$ cat src/rtl/fmps_link_pkg.sv
// Shared constants and state encoding for the FMPS link transmit/receive logic.
package fmps_link_pkg;

  localparam logic [7:0] FMPS_MAGIC = 8'hA5;

  // Header word bit positions
  localparam int HDR_MAGIC_LSB  = 24;
  localparam int HDR_SEQNO_LSB  = 16;
  localparam int HDR_ENABLE_BIT = 15;

  typedef enum logic [1:0] {
    IDLE,
    HEADER,
    DATA,
    CKSUM
  } fmpsState_t;

endpackage

$ cat src/rtl/fmps_write_link.sv
// FMPS link transmitter: formats one status packet per FA strobe onto an AXI-Stream Aurora TX port.
// Define FMPS_CHECKSUM_EN to append a negated-sum trailer word to every packet.
//
// state  | meaning
// IDLE   | no packet in flight, waiting for auFAstrobe
// HEADER | presenting the header word
// DATA   | presenting payload word wordCnt
// CKSUM  | presenting the checksum trailer (checksum build only)
module fmps_write_link
  import fmps_link_pkg::*;
#(
  parameter int INDEX_WIDTH = 5,
  parameter int DATA_WORDS  = 2,
  parameter int SEQNO_WIDTH = 8
) (
  input  logic                     auClk,
  input  logic                     auResetN,
  input  logic                     auFAstrobe,
  input  logic [INDEX_WIDTH-1:0]   fmpsIndex,
  input  logic                     fmpsEnabled,
  input  logic                     fmpsInhibit,
  input  logic [32*DATA_WORDS-1:0] fmpsData,
  output logic                     TVALID,
  input  logic                     TREADY,
  output logic                     TLAST,
  output logic [31:0]              TDATA,
  output logic                     busy,
  output logic                     overrunStrobe,
  output logic                     inhibitStrobe,
  output logic [15:0]              packetCount
);

  localparam int CNT_W = (DATA_WORDS > 1) ? $clog2(DATA_WORDS) : 1;
  localparam logic [CNT_W-1:0] LAST_WORD = CNT_W'(DATA_WORDS - 1);

  fmpsState_t state, stateNext;

  logic [CNT_W-1:0]                 wordCnt;
  logic [INDEX_WIDTH-1:0]           holdIndex;
  logic                             holdEnabled;
  logic [DATA_WORDS-1:0][31:0]      holdData;
  logic [SEQNO_WIDTH-1:0]           seqno;
  logic [31:0]                      header;
  logic                             accept;
  logic                             xfer;
  logic                             lastData;
`ifdef FMPS_CHECKSUM_EN
  logic [31:0]                      runSum;
`endif

  assign accept   = auFAstrobe && (state == IDLE) && !fmpsInhibit;
  assign busy     = (state != IDLE);
  assign TVALID   = busy;
  assign xfer     = TVALID && TREADY;
  assign lastData = (wordCnt == LAST_WORD);

  always_comb begin
    header                            = '0;
    header[HDR_MAGIC_LSB +: 8]        = FMPS_MAGIC;
    header[HDR_SEQNO_LSB +: 8]        = 8'(seqno);
    header[HDR_ENABLE_BIT]            = holdEnabled;
    header[INDEX_WIDTH-1:0]           = holdIndex;
  end

  always_ff @(posedge auClk or negedge auResetN) begin
    if (!auResetN) state <= IDLE;
    else           state <= stateNext;
  end

  always_comb begin
    stateNext = state;
    TDATA     = '0;
    TLAST     = 1'b0;
    unique case (state)
      IDLE: begin
        if (accept) stateNext = HEADER;
      end
      HEADER: begin
        TDATA = header;
        if (xfer) stateNext = DATA;
      end
      DATA: begin
        TDATA = holdData[wordCnt];
`ifdef FMPS_CHECKSUM_EN
        if (xfer && lastData) stateNext = CKSUM;
`else
        TLAST = lastData;
        if (xfer && lastData) stateNext = IDLE;
`endif
      end
      CKSUM: begin
`ifdef FMPS_CHECKSUM_EN
        TDATA = -runSum;
        TLAST = 1'b1;
        if (xfer) stateNext = IDLE;
`else
        stateNext = IDLE;
`endif
      end
      default: stateNext = IDLE;
    endcase
  end

  always_ff @(posedge auClk or negedge auResetN) begin
    if (!auResetN) begin
      wordCnt       <= '0;
      holdIndex     <= '0;
      holdEnabled   <= 1'b0;
      holdData      <= '0;
      seqno         <= '0;
      packetCount   <= '0;
      overrunStrobe <= 1'b0;
      inhibitStrobe <= 1'b0;
`ifdef FMPS_CHECKSUM_EN
      runSum        <= '0;
`endif
    end else begin
      overrunStrobe <= auFAstrobe && busy;
      inhibitStrobe <= auFAstrobe && !busy && fmpsInhibit;
      // Snapshot inputs so later changes cannot corrupt the packet in flight
      if (accept) begin
        holdIndex   <= fmpsIndex;
        holdEnabled <= fmpsEnabled;
        holdData    <= fmpsData;
        wordCnt     <= '0;
      end else if ((state == DATA) && xfer) begin
        wordCnt <= wordCnt + CNT_W'(1);
      end
      if (xfer && TLAST) begin
        packetCount <= packetCount + 16'd1;
        seqno       <= seqno + SEQNO_WIDTH'(1);
      end
`ifdef FMPS_CHECKSUM_EN
      if (accept)                          runSum <= '0;
      else if (xfer && (state != CKSUM))   runSum <= runSum + TDATA;
`endif
    end
  end

endmodule

$ cat config.mk
export PLATFORM = sky130hd
export DESIGN_NAME = fmps_write_link
export DESIGN_NICKNAME = d
export VERILOG_FILES = /design/src/rtl/fmps_link_pkg.sv /design/src/rtl/fmps_write_link.sv
export SDC_FILE = /design/constraint.sdc
export NUM_CORES = 1
export LEC_CHECK = 0
export CORE_MARGIN = 2
export CORE_UTILIZATION = 48
export DETAILED_ROUTE_END_ITERATION = 10
export GPL_TIMING_DRIVEN = 1
export MAX_ROUTING_LAYER = met4
export PLACE_DENSITY = 0.83
export RECOVER_POWER = 25
export SYNTH_ARGS = -nofsm -noshare
export SYNTH_HDL_FRONTEND = slang
export SYNTH_SLANG_ARGS = --single-unit
export TNS_END_PERCENT = 1
$ cat constraint.sdc
create_clock -name auClk -period 2.42 [get_ports auClk]
set_input_delay 0.605 -clock auClk [delete_from_list [all_inputs] [get_ports auClk]]
set_output_delay 0.605 -clock auClk [all_outputs]
set_load 0.005 [all_outputs]
Word level (Yosys, flattened, before mapping). Index checks and enable logic that the tools add are counted.

Word-level logic and storage cells: 45. Output and inout bits: 53. Register bits: 99. Input bits: 75.

Equal/unequal tests: 6. Add/subtract/negate cells: 3. Magnitude comparators: 1. Mux-type cells: 10. Reduce and logical (&&, ||, !) cells: 15.

Operators by type and width (count): 32-bit two-way mux (2); 32-bit case mux with 2 select lines (1); 16-bit by 1-bit adder with 16-bit output (second input constant) (1); 1-bit logical AND (9); 8-bit by 1-bit adder with 8-bit output (second input constant) (1); 2-bit case mux with 4 select lines (1); 2-bit two-way mux (3); 2-bit inequality test (second input constant) (3); 2-bit equality test (second input constant) (2); 2-bit nonzero test (2); 1-bit two-way mux (3); 3-bit AND reduction (1); 2-bit by 1-bit equality test with 1-bit output (second input constant) (1); 1-bit logical NOT (2); 2-bit logical NOT (1); 1-bit by 2-bit < comparator with 1-bit output (second input constant) (1); 1-bit adder (second input constant) (1).

Longest topological paths before layout.
Depth in word-level cells: 5. Mapped depth: 8. Mapped depth without buffers: 6.

Worst setup path before layout. OpenSTA, ideal clock, no wires.

Path kind: register -> output. From: reg state[0]. To: out TDATA[10]. Slack: 0.478 ns. Stages on the path, launching flop included: 7. Buffers on the path: 2. Arrival: 1.337 ns. Data required time: 1.815 ns. Cells stage by stage: dfrtp_1 inv_1 ha_1 clkbuf_1 nand2_1 clkbuf_1 nor2_1.

Word-level cells in the longest chain between the ends: 2. Elaborated cells between the ends (all ways): 3. Those cells by class: eq/ne: 2; mux: 1.

RTL lines: start: declaration (line fmps_write_link.sv:36) `fmpsState_t state, stateNext;`; start signal: assignment (line fmps_write_link.sv:67) `else state <= stateNext;`; 2-bit equality test / 2-bit by 1-bit equality test with 1-bit output (equally long branches) (line fmps_write_link.sv:74) `unique case (state)`; 32-bit case mux with 2 select lines * (line fmps_write_link.sv:74); end: declaration (line fmps_write_link.sv:26) `output logic [31:0] TDATA,`.

Mark *: on every way between the ends. The rest lies on a longest branch, timed or not.

Worst setup path in the final report.
From: reg state[1]. To: out TDATA[21].

The elaborated chain is that of the path after synthesis.

==> results.md <==
* Failing checks: setup timing
* DIE AREA at 0.0106 mm2
* Crit Path Class: register to output pin
* Placed insts at 758
* Mean Syn Cell Area at 9.21 um2
* Chip height at 103 um
* Chip width at 103 um
* Finished Layout Cells at 777
* Vias per inst at 4.95
* Peak supply drop at 489 uV
* Worst path slowest cell: clkdlybuf4s50_1
* Initial Utilization at 0.487
* Switch Pwr at 2.06 mW
* Post-synthesis cell area at 0.00470 mm2
* Initial antenna violation count at 0
* Leak Pwr at 3.18 nW
* Synth warnings at 0
* Total clock buffers created by CTS at 9
* RSZ-0062 raised after global routing: true
* Fmax at 0.382 GHz
* Reg-to-Reg End: packetCount[11]
* Minimum clock period at 2610 ps
* Worst-path maximum fanout at 12
* Worst Path Arrival at 2010 ps
* Post-DP HPWL at 7.87 mm
* Critical path capture point: TDATA[21]
* Sequential element share of the synthesized area at 0.527
* Max-Cap Viols at 0
* Synth area leaders: dfrtp_1 53%, nand2_1 17%, mux2_2 5.0%, mux2i_1 3.0%, nor2b_1 2.5%
* Max Buffers Root-to-Sink at 2
* Comb pwr share at 0.405
* Clock power frac at 0.155
* Clock skew at 6.46 ps
* CP startpoint kind: register
* Power Density at 933 mW/mm2
* DR iter-0 viols at 157
* Register-to-register path setup slack at 540 ps
* Net count after synthesis at 591
* TritonCTS clock tree: done
* Clock Latency Late Sink at 360 ps
* Cell Area, Placed at 0.00617 mm2
* Vias at 3,847
* Nature of the critical path endpoint: output pin
* Share of the synthesized area in the top cell type at 0.527
* Most instantiated cells after synthesis: 218 x nand2_1, 99 x dfrtp_1, 22 x clkbuf_1
* CP required at 1810 ps
* Synth cell types at 31
* Post-route worst setup slack at -194 ps
* Number of flops mapped to enable cells by yosys at 0
* # port buffers at 127
* Antenna viol nets, final at 0
* Reg power frac at 0.440
* Largest net degree at the start of global routing at 66
* Reg2Reg Depth at 7
* Final max-slew violation count at 0
* Cell with the most instances after synthesis: nand2_1
* Clock-pin slew on the worst setup and hold paths at 90 ps
* Total GRT Usage at 0.230
* Crit-path cells: inv_2, ha_2, buf_6, a22oi_1, nor2b_1, clkdlybuf4s50_1
* R2R Path Start: state[0]
* Crit path from: state[1]
* Setup tns final at -194 ps
* Relative slew slack at 0.252
* Post-synth top area cell: dfrtp_1
* Status: finished, violations left
* Cell internal pwr at 3.92 mW
* Mapped Cells at 510
* # rows at 36
* Pwr Total at 5.99 mW
* Worst Max-Slew Pin Slew at 1120 ps
* GPL Wtd Cong at 0.805
* GRT overflow at 0
* First-pass GRT wire length at 18.1 mm
* Root buf cell: clkbuf_8
* Worst hold slack at 295 ps
* Tcrit/Tclk final at 1.08
* Ant diodes at 0
* First-pass detailed-route iteration total at 5
* Vias in the first global route at 3,830
* HP Class: input port to async pin
* Largest stage delay, worst path at 530 ps
* Per-cell routed wire length at 14.3 um
* Ys async rst share at 1.00
* Drt total wl at 11.1 mm
* Layout cell share with drive strength beyond 1 at 0.118
* Number of I/O pins at 128
* Hold buffer count at cts at 0
* Final hold vios at 0
* Synth Flop Type: dfrtp_1
* Clock Sinks at 99
* Nets at 721
* DRC viols at 0
* Area growth syn-to-layout at 36.7%
* Sw Share at 0.345
* Setup WS pre-CTS at 85.2 ps
* Design area at 0.00642 mm2
* H-tree Lvls at 3
* CORE AREA at 0.00964 mm2
* Synthesized flop and latch total at 99
* Final core occ at 0.666
* Final setup fails at 1
[metal layers]
metal	GRT usage	wire length, um	vias to the layer above
met5	-	0	-
met4	0.0881	205	0
met3	0.0380	665	17
met2	0.365	5420	141
met1	0.296	4820	1813
li1	-	-	1876
[power groups by stage]
stage                     Combinational, mW  Clock, mW  Sequential (mW)
after global routing                   2.69       1.02             2.72
after detailed placement               2.28          0             2.66
after global placement                 2.21          0             2.62
after floorplan                        1.47          0             2.54
after CTS                              2.41      0.956             2.64
final                                  2.42      0.928             2.64
[sequential cells by signal (all words and copies together) (netlist names)]
signal,cells
overrunStrobe,1
holdIndex,5
state,2
packetCount,16
inhibitStrobe,1
seqno,8
holdData,64
lastData,1
holdEnabled,1
[how the worst min path moves through the flow]
stage | startpoint | cells after the start | endpoint | slack (ps)
2_1_floorplan | auResetN | 0 | holdData[0] | 310
3_3_place_gp | holdData[61] | 2 | holdData[61] | 450
3_5_place_dp | holdData[52] | 2 | holdData[52] | 460
4_1_cts | auResetN | 1 | holdData[53] | 80
5_1_grt | auResetN | 1 | holdData[53] | 370
6_report | auResetN | 1 | holdData[53] | 300
[cells by family after synthesis]
family	count (synthesis)	synth area share
compound gates	23	0.0322
xor+xnor	23	0.0429
fa+ha+maj	6	0.0160
buf+inv	38	0.0360
flops	99	0.527
mux	35	0.0802
simple gates	286	0.265
[layout make-up]
type	count	area, um2
Fill cell	809	3220
Tap cell	133	166
Timing Repair Buffer	148	1460
Sequential cell	99	2480
Multi-Input combinational cell	373	2120
Clock buffer	13	149
Clock inverter	2	12.5
Inverter	9	33.8
[critical path, delay by kind of cell, from the launching register on]
kind	cells	cell delay, ps
buffers and inverters	3	800
flip-flops	1	400
adder cells (fa/ha/maj)	1	210
AND/OR/NAND/NOR	1	150
AO/OA/AOI/OAI	1	90
[placed cells by master (no fill, tap or decap), types with 2 or more instances in the layout]
master / Yosys / final
nor4_4: 2 / 2
clkdlybuf4s50_1: 0 / 94
clkbuf_8: 0 / 10
and3_1: 3 / 3
a21oi_2: 0 / 2
clkbuf_1: 22 / 5
ha_1: 6 / 3
buf_4: 2 / 10
nor3_1: 6 / 6
nand3_1: 7 / 7
buf_12: 0 / 2
nor2b_1: 19 / 16
nor2b_2: 0 / 3
dlymetal6s2s_1: 0 / 2
a22oi_1: 14 / 10
inv_2: 0 / 2
nand2_1: 218 / 218
a22oi_2: 0 / 4
clkdlybuf4s15_1: 0 / 3
o21ai_0: 2 / 2
mux2_2: 21 / 21
inv_1: 9 / 7
dfrtp_1: 99 / 98
xor2_1: 10 / 10
buf_6: 2 / 6
dlygate4sd2_1: 0 / 27
mux2i_1: 14 / 13
a21oi_1: 6 / 4
xnor2_1: 13 / 13
nand4_1: 4 / 4
nor2_1: 19 / 18
ha_4: 0 / 2
[what timing repair did]
| item | in CTS | in global routing |
|---|---|---|
| cloned | 1 | 0 |
| gates resized for setup | 46 | 12 |
| endpoints found under the setup margin | 33 | 24 |
| pin swaps | 1 | 0 |
| setup buffers | 3 | 0 |
(Power assumes the default switching activity.)
